$ cat src/rtl/sort_stream_adapter_pkg.sv
// Shared widths, FSM encoding and nibble helpers for the sort stream adapter.
package sort_stream_adapter_pkg;

  localparam int NUM_COUNT = 8;
  localparam int NUM_W     = 4;
  localparam int IDX_W     = $clog2(NUM_COUNT);
  localparam int WORD_W    = NUM_COUNT * NUM_W;

  typedef logic [IDX_W-1:0]  idx_t;
  typedef logic [NUM_W-1:0]  num_t;
  typedef logic [WORD_W-1:0] word_t;

  typedef enum logic [2:0] {
    ST_LOAD  = 3'd0,
    ST_START = 3'd1,
    ST_ARM   = 3'd2,
    ST_WAIT  = 3'd3,
    ST_DRAIN = 3'd4
  } state_t;

  localparam idx_t LAST_IDX = idx_t'(NUM_COUNT - 1);

  function automatic num_t get_num(input word_t word, input idx_t k);
    return word[NUM_W*k +: NUM_W];
  endfunction

endpackage

$ cat src/rtl/sort_stream_adapter_nibble_serializer.sv
// Holds the sorted word and replays it smallest-first over a valid/ready stream.
module sort_stream_adapter_nibble_serializer
  import sort_stream_adapter_pkg::*;
(
  input  logic  clk,
  input  logic  rst_n,
  input  logic  capture,
  input  word_t sorted,
  input  logic  active,
  input  logic  ready,
  output logic  valid,
  output num_t  data,
  output logic  last,
  output logic  done
);

  word_t result;
  idx_t  idx;

  // NOTE: result is a plain register, not a memory, so it is reset along with idx.
  always_ff @(posedge clk) begin
    if (!rst_n) begin
      result <= '0;
      idx    <= '0;
    end else begin
      if (capture) result <= sorted;
      // idx wraps 7 -> 0 on the final accept, ready for the next frame
      if (active && ready) idx <= idx + 1'b1;
    end
  end

  assign valid = active;
  assign data  = get_num(result, idx);
  assign last  = active && (idx == LAST_IDX);
  assign done  = active && ready && (idx == LAST_IDX);

endmodule

$ cat src/rtl/sort_stream_adapter.sv
// Stream front/back end for the 8x4-bit counting sorter.
// Optional WAIT timeout with sticky err_o is enabled by defining SORT_ADAPTER_TIMEOUT_EN.
module sort_stream_adapter
  import sort_stream_adapter_pkg::*;
#(
  parameter int TIMEOUT_CYCLES = 64
) (
  input  logic        clk_i,
  input  logic        rst_i,
  input  logic        in_valid_i,
  input  logic [3:0]  in_data_i,
  output logic        in_ready_o,
  output logic        sort_start_o,
  output logic [31:0] sort_nums_o,
  input  logic        sort_valid_i,
  input  logic [31:0] sort_nums_i,
  output logic        out_valid_o,
  output logic [3:0]  out_data_o,
  output logic        out_last_o,
  input  logic        out_ready_i,
  output logic        busy_o,
  output logic        err_o
);

  state_t state;
  idx_t   load_idx;
  word_t  nums;
  logic   capture;
  logic   drain_done;
  logic   timeout;

  assign capture = (state == ST_WAIT) && sort_valid_i;

  // NOTE: sequential state uses non-blocking assignments only; reset is sampled on the clock edge.
  always_ff @(posedge clk_i) begin
    if (!rst_i) begin
      state    <= ST_LOAD;
      load_idx <= '0;
      nums     <= '0;
    end else begin
      unique case (state)
        ST_LOAD: begin
          if (in_valid_i) begin
            nums[NUM_W*load_idx +: NUM_W] <= in_data_i;
            load_idx <= load_idx + 1'b1;
            if (load_idx == LAST_IDX) state <= ST_START;
          end
        end
        ST_START: state <= ST_ARM;
        // the sorter's valid from the previous frame is still up here
        ST_ARM:   state <= ST_WAIT;
        ST_WAIT: begin
          if (sort_valid_i) state <= ST_DRAIN;
          else if (timeout) state <= ST_LOAD;
        end
        ST_DRAIN: if (drain_done) state <= ST_LOAD;
        default:  state <= ST_LOAD;
      endcase
    end
  end

`ifdef SORT_ADAPTER_TIMEOUT_EN
  localparam int CNT_W = $clog2(TIMEOUT_CYCLES + 1);
  localparam logic [CNT_W-1:0] CNT_LAST = CNT_W'(TIMEOUT_CYCLES - 1);

  logic [CNT_W-1:0] wait_cnt;
  logic             err;

  always_ff @(posedge clk_i) begin
    if (!rst_i) begin
      wait_cnt <= '0;
      err      <= 1'b0;
    end else begin
      wait_cnt <= (state == ST_WAIT) ? wait_cnt + 1'b1 : '0;
      if (timeout) err <= 1'b1;
    end
  end

  assign timeout = (state == ST_WAIT) && !sort_valid_i && (wait_cnt == CNT_LAST);
  assign err_o   = err;
`else
  assign timeout = 1'b0;
  // constant 0: TIMEOUT_CYCLES only matters when the timeout is built in
  assign err_o   = (TIMEOUT_CYCLES < 0);
`endif

  sort_stream_adapter_nibble_serializer u_serializer (
    .clk     (clk_i),
    .rst_n   (rst_i),
    .capture (capture),
    .sorted  (sort_nums_i),
    .active  (state == ST_DRAIN),
    .ready   (out_ready_i),
    .valid   (out_valid_o),
    .data    (out_data_o),
    .last    (out_last_o),
    .done    (drain_done)
  );

  assign in_ready_o   = (state == ST_LOAD);
  assign sort_start_o = (state == ST_START);
  assign busy_o       = (state != ST_LOAD);
  assign sort_nums_o  = nums;

endmodule

$ cat config.mk
export PLATFORM = sky130hd
export DESIGN_NAME = sort_stream_adapter
export DESIGN_NICKNAME = d
export VERILOG_FILES = /design/src/rtl/sort_stream_adapter_pkg.sv /design/src/rtl/sort_stream_adapter_nibble_serializer.sv /design/src/rtl/sort_stream_adapter.sv
export SDC_FILE = /design/constraint.sdc
export NUM_CORES = 1
export LEC_CHECK = 0
export ABC_CLOCK_PERIOD_IN_PS = 2000
export CORE_UTILIZATION = 36
export DETAILED_ROUTE_END_ITERATION = 7
export PLACE_DENSITY = 0.62
export SYNTH_ARGS = -nofsm -noshare
export SYNTH_HDL_FRONTEND = slang
export SYNTH_SLANG_ARGS = --single-unit
$ cat constraint.sdc
create_clock -name clk_i -period 2 [get_ports clk_i]
set_input_delay 0.3 -clock clk_i [delete_from_list [all_inputs] [get_ports clk_i]]
set_output_delay 0.3 -clock clk_i [all_outputs]
set_load 0.05 [all_outputs]
==> flow_summary.json <==
{
  "die-width_um": 97.0,
  "finalWorstSetupSlack_ns": -0.0597,
  "synthFlopType": "dfxtp_1",
  "yosysMostFrequentCell": "nand2_1",
  "ys_types": 34,
  "grt_usage_pct": 16.1,
  "regArea_sq_um": 1470,
  "drc": 0,
  "hold_depth": 2,
  "min_path_type": "reg2reg",
  "startpoint": "u_serializer.idx[0]",
  "reg2reg_to": "sort_nums_o[26]",
  "rsz0062_at_grt": "true",
  "syn_area_per_cell_sq_um": 9.58,
  "dpl.hpwl_um": 5040,
  "vdd_drop_max_mv": 0.354,
  "status": "finished, violations left",
  "drv_cap": 0,
  "ant_nets": 0,
  "multiInputGateArea_sq_um": 1670,
  "rr_startpoint": "load_idx[0]",
  "seq_area_frac_synth_pct": 45.0,
  "cts_tree": "yes",
  "final_max_slew_viol_count": 0,
  "clk_pin_slew_ns": 0.07,
  "worstPathRequired_ns": 1.70,
  "h-tree-depth": 3,
  "n_antenna_cell": 0,
  "synth_edf_count": 0,
  "violations": "negative setup slack",
  "clockRootBuffer": "clkbuf_8",
  "syn_nets": 387,
  "crit_arrival_ns": 1.76,
  "synthCells": 339,
  "drtPass1Iterations": 4,
  "via_per_inst": 4.73,
  "synthTopCellsByArea": "dfxtp_1 (45%), nand2_1 (12%), mux2i_1 (11%)",
  "area_delta_synth_final_pct": 37.4,
  "numCtsBuffers": 9,
  "synth_area_sq_um": 3250,
  "die_area_sq_um": 9400,
  "numClockSinks": 73,
  "min_period_ns": 2.06,
  "synth.top_cell.area_share_pct": 45.0,
  "min_to": "sort_nums_o[29]",
  "core_area_sq_um": 8720,
  "n_fill_cell": 833,
  "cp-start-kind": "flip-flop",
  "die_h_um": 97.0,
  "slew_headroom_pct": 65.3,
  "endpoint_kind": "output pin",
  "yosysTopAreaCell": "dfxtp_1",
  "placementRows": 34,
  "placed_area_sq_um": 4200,
  "finalSetupViolCount": 4,
  "clockBufferDepth": 2,
  "synth-async-reset-ratio_pct": 0,
  "r2r_cells": 7,
  "total_power_mw": 2.98,
  "clock.fmax_mhz": 486,
  "wl_um": 7270,
  "fin_crit_sh_pct": 103,
  "nets": 468,
  "synth_warnings": 0,
  "worst_slew_pin_slew_ns": 0.520,
  "p_per_area_nw_per_um2": 667,
  "gp_congestion": 0.789,
  "grt_pass1_wl_um": 12100,
  "fin_area_sq_um": 4460,
  "leakagePower_nw": 1.70,
  "clkLatencyLatePin_ns": 0.34,
  "cp_max_fo": 7,
  "initial_core_util_pct": 37.2,
  "dr_total_vias": 2523,
  "port-buffer-count": 81,
  "hold_viol": 0,
  "critPathKind": "reg2out",
  "rrSetupSlack_ns": 0.11,
  "postLayoutCoreUtil_pct": 51.1,
  "fin_skew_ns": 0.00773,
  "grt_pass1_vias": 2549,
  "drive_gt1_share_pct": 14.6,
  "pin_count": 83,
  "drt_iter0_markers": 79,
  "synth_seq_cells": 73,
  "grt_overflow": 0,
  "antenna_found_initial": 0,
  "grt_max_degree": 45,
  "synth_common_cells": "nand2_1 (104), dfxtp_1 (73), mux2i_1 (36)",
  "avgRoutedWirePerCell_um": 13.6,
  "min_from": "sort_nums_o[29]"
}
-- what timing repair did --
item,4_1_cts,5_1_grt
buffers inserted,3,1
pin swaps,0,1
hold buffers,0,0
gates resized for setup,10,3
setup endpoints to repair,4,10
-- critical path: stages, from the launching register on --
cell	delay, ns
dfxtp_2	0.35
buf_12	0.13
mux4_2	0.50
mux2_4	0.28
buf_8	0.15
-- placed cells by master (no fill, tap or decap), types with 3 or more instances in the layout --
cell / Yosys / layout
a21boi_0: 32 / 32
and4b_1: 3 / 3
buf_12: 0 / 5
buf_4: 1 / 15
clkbuf_1: 15 / 3
clkbuf_8: 0 / 10
clkdlybuf4s50_1: 0 / 71
dfxtp_1: 73 / 70
dfxtp_2: 0 / 3
ha_1: 7 / 5
inv_1: 5 / 5
mux2_4: 0 / 3
mux2i_1: 36 / 36
mux4_2: 8 / 8
nand2_1: 104 / 104
nand3_1: 4 / 4
nand4b_1: 3 / 3
nor2b_1: 7 / 7
nor3b_1: 4 / 3
-- report_power, final --
part	switching, mW	internal, mW	leakage, nW	total, mW
Clock	0.521	0.608	0.0974	1.13
Sequential	0.0139	1.47	0.590	1.48
Combinational	0.184	0.180	1.01	0.364
Total	0.718	2.26	1.70	2.98
-- sequential cells by signal (all words and copies together) (netlist names) --
register / count
load_idx: 3
u_serializer.result: 32
sort_nums_o: 32
u_serializer.idx: 3
state: 3
-- per-stage QoR --
| stage | TNS [ns] | hold WS, ns | std cells | setup slack [ns] |
|---|---|---|---|---|
| 2_1_floorplan | -0.0491 | 0.439 | 339 | -0.0491 |
| 3_3_place_gp | 0 | 0.448 | 513 | 0.108 |
| 4_1_cts | -0.316 | 0.461 | 532 | -0.0907 |
| 5_1_grt | -0.394 | 0.470 | 533 | -0.112 |
| 6_report | -0.199 | 0.458 | 533 | -0.0597 |
| 3_5_place_dp | 0 | 0.448 | 513 | 0.0505 |
-- kinds of logic after synthesis --
group                    Yosys count  share of synthesized area [%]
flip-flops                        73                           45.0
AO/OA/AOI/OAI                     36                           8.05
other                              1                          0.115
AND/OR/NAND/NOR                  141                           21.1
XOR/XNOR                           2                          0.540
multiplexers                      48                           18.0
buffers and inverters             31                           4.47
adder cells (fa/ha/maj)            7                           2.70
-- cell type report --
cell class / instances / area share [%]
repair buffers: 96 / 22.0
flip-flops and latches: 73 / 32.8
clock buffers: 13 / 3.34
multi-input cells: 235 / 37.5
inverters: 5 / 0.421
clock inverters: 3 / 0.898
well taps: 108 / 3.03
-- layer usage --
| layer | wire (um) | vias up | GRT usage (%) | part of all wire, % |
|---|---|---|---|---|
| met1 | 3480 | 1151 | 20.1 | 48 |
| met5 | 0 | - | 0 | 0 |
| li1 | - | 1301 | - | - |
| met3 | 342 | 10 | 4.62 | 4.7 |
| met4 | 93 | 0 | 5.86 | 1.3 |
| met2 | 3360 | 61 | 26.2 | 46 |
-- worst max path at each step --
| stage | slack, ns | endpoint | cells after the start |
|---|---|---|---|
| 2_1_floorplan | -0.05 | out_last_o | 2 |
| 3_3_place_gp | 0.11 | sort_nums_o[25] | 6 |
| 3_5_place_dp | 0.05 | sort_nums_o[27] | 6 |
| 4_1_cts | -0.09 | out_data_o[1] | 4 |
| 5_1_grt | -0.11 | out_data_o[2] | 4 |
| 6_report | -0.06 | out_data_o[0] | 4 |
No activity file was read; power rests on OpenSTA's default activity.
==> patch (config.mk and constraints unchanged) <==
The option `SORT_ADAPTER_TIMEOUT_EN` is turned on by a define.
--- a/src/rtl/sort_stream_adapter.sv
+++ b/src/rtl/sort_stream_adapter.sv
@@ -1,4 +1,6 @@
 // Stream front/back end for the 8x4-bit counting sorter.
 // Optional WAIT timeout with sticky err_o is enabled by defining SORT_ADAPTER_TIMEOUT_EN.
+`define SORT_ADAPTER_TIMEOUT_EN
+
 module sort_stream_adapter
   import sort_stream_adapter_pkg::*;
Formal check against the unedited RTL: no difference found for any inputs over 10 cycles, from zero or initial values and one cycle with rst_i low; that may be too few to reach the edited logic, so the function may still have changed.
==> patch against the unedited design <==
- synthesized cell count is 10% higher
- sequential cell count increased by 8
- setup slack got worse by 16 ps
- area after synthesis rose by 8.3%
- largest cell class unchanged
- final area up 9.3%
- the run still ends with setup timing left
- wire length up 13%
- die area grew 8.1%
Power is not compared: it rests on default switching activity, and its combinational part moved more than twofold at a synthesized area within 25%.
==> patch: results (changes against the unedited design) <==
| Metric | Value |
|---|---|
| Power Dens Cells | `783 mW/mm^2` |
| Synth Area in Adders | `2.85% (was 2.70%)` |
| Syn Inst Count | `374 (was 339)` |
| Pin count of the biggest net entering global routing | `49 (was 45)` |
| LEAKAGE | `1.74 nW` |
| Number of synthesis warnings | `0 (unchanged)` |
| Setup_tns | `-273 ps (was -199 ps)` |
| RePlAce Congestion | `0.823 (was 0.789)` |
| Met1 GRT Util | `24.0% (was 20.1%)` |
| Clock transition at path regs | `80 ps` |
| Starting DRT DRC Count | `85 (was 79)` |
| Clock buffer depth | `2 (unchanged)` |
| Vias in the first global route | `2818 (was 2549)` |
| Wire length on met2 | `3590 microns (was 3360 microns)` |
| Nets@finish | `514 (was 468)` |
| GR Util met3 | `3.74% (was 4.62%)` |
| Xor and xnor area share after synthesis | `1.74% (was 0.539%)` |
| Mux contribution to synthesized area | `12.9% (was 18.0%)` |
| Critical Path AT | `1780 ps (was 1760 ps)` |
| Share of cells above drive strength 1 | `15.3% (was 14.6%)` |
| DR vias | `2848 (was 2523)` |
| Max layer used | `met4 (unchanged)` |
| GRT Util Overall | `17.2% (was 16.1%)` |
| Post-synthesis net count | `423 (was 387)` |
| Worst clock skew | `9.68 ps (was 7.73 ps)` |
| Synth Area in Compound Gates | `10.5% (was 8.05%)` |
| First-pass GRT wire length | `13700 microns (was 12100 microns)` |
| Pre-CTS setup slack | `-58.1 ps (was 50.5 ps)` |
| Highest-power group | `registers` |
| Vias/cell | `4.75 (was 4.73)` |
| TritonCTS Buffers | `9 (unchanged)` |
| Sequential cell area fraction in the yosys report | `46.1% (was 45.0%)` |
| Final HPWL DP | `5850 microns (was 5040 microns)` |
| Placed Area | `0.00456 sq mm (was 0.00420 sq mm)` |
| Placed cell count | `577 (was 513)` |
| Setup Viol. Count Final | `4 (unchanged)` |
| Cell variety after synth | `38 (was 34)` |
| Status | `finished with violations (unchanged)` |
| Met3 Wirelength | `323 microns (was 342 microns)` |
| Detailed Route WL | `8210 microns (was 7270 microns)` |
| Post-CTS Setup Inserts | `2 (was 3)` |
| Commonest cells post-synth | `95 x nand2_1, 81 x dfxtp_1, 33 x a21boi_0 (was 104 x nand2_1, 73 x dfxtp_1, 36 x mux2i_1)` |
| Max-Slew Margin vs Limit | `65.5% (was 65.3%)` |
| Switching Fraction | `28.2%` |
| GR Util met2 | `26.2% (about the same)` |
| Synth area leaders | `dfxtp_1 46%, nand2_1 10%, a21boi_0 7.0% (was dfxtp_1 45%, nand2_1 12%, mux2i_1 11%)` |
| Synth top area share | `46.1% (was 45.0%)` |
| Cells resized by post-CTS repair | `6 (was 10)` |
| Port-buffer cells | `82 (was 81)` |
| Final worst slack | `-75.4 ps (was -59.7 ps)` |
| CP max FO | `8 (was 7)` |
| CP delay by family, top | `multiplexers (unchanged)` |
| CTS H-tree depth | `3 (unchanged)` |
| Hold Crit Class | `reg2reg (unchanged)` |
| Failing checks | `setup timing (unchanged)` |
| WL met1 | `4180 microns (was 3480 microns)` |
## patch: cell count changes in the layout (fill, tap and decap cells not counted), moves of 3 or more
| cell | delta |
|---|---|
| and3_1 | +3 |
| and4b_1 | -3 |
| buf_4 | +5 |
| dfxtp_1 | +8 |
| mux2i_1 | -13 |
| nand2_1 | -9 |
| nand3_1 | +12 |
| nor2_1 | +8 |
| nor2b_1 | +6 |
| o21ai_0 | +10 |
| xor2_1 | +3 |
## patch: path summary, 6_finish.rpt
check                           start         endpoint  slack (ps)  cells after the start
setup / recovery  u_serializer.idx[0]    out_data_o[2]         -80                      4
hold reg to reg           wait_cnt[0]      wait_cnt[0]         450                      1
hold / removal            wait_cnt[0]      wait_cnt[0]         450                      1
setup reg to reg          load_idx[0]  sort_nums_o[26]         200                      6
## patch: area by class of cell
cell class,instances,area [sq um]
inverters,4,15.0
multi-input cells,267,1840
repair buffers,102,1020
clock buffers,11,131
well taps,129,161
fillers,892,4500
clock inverters,5,80.1
flip-flops and latches,81,1630
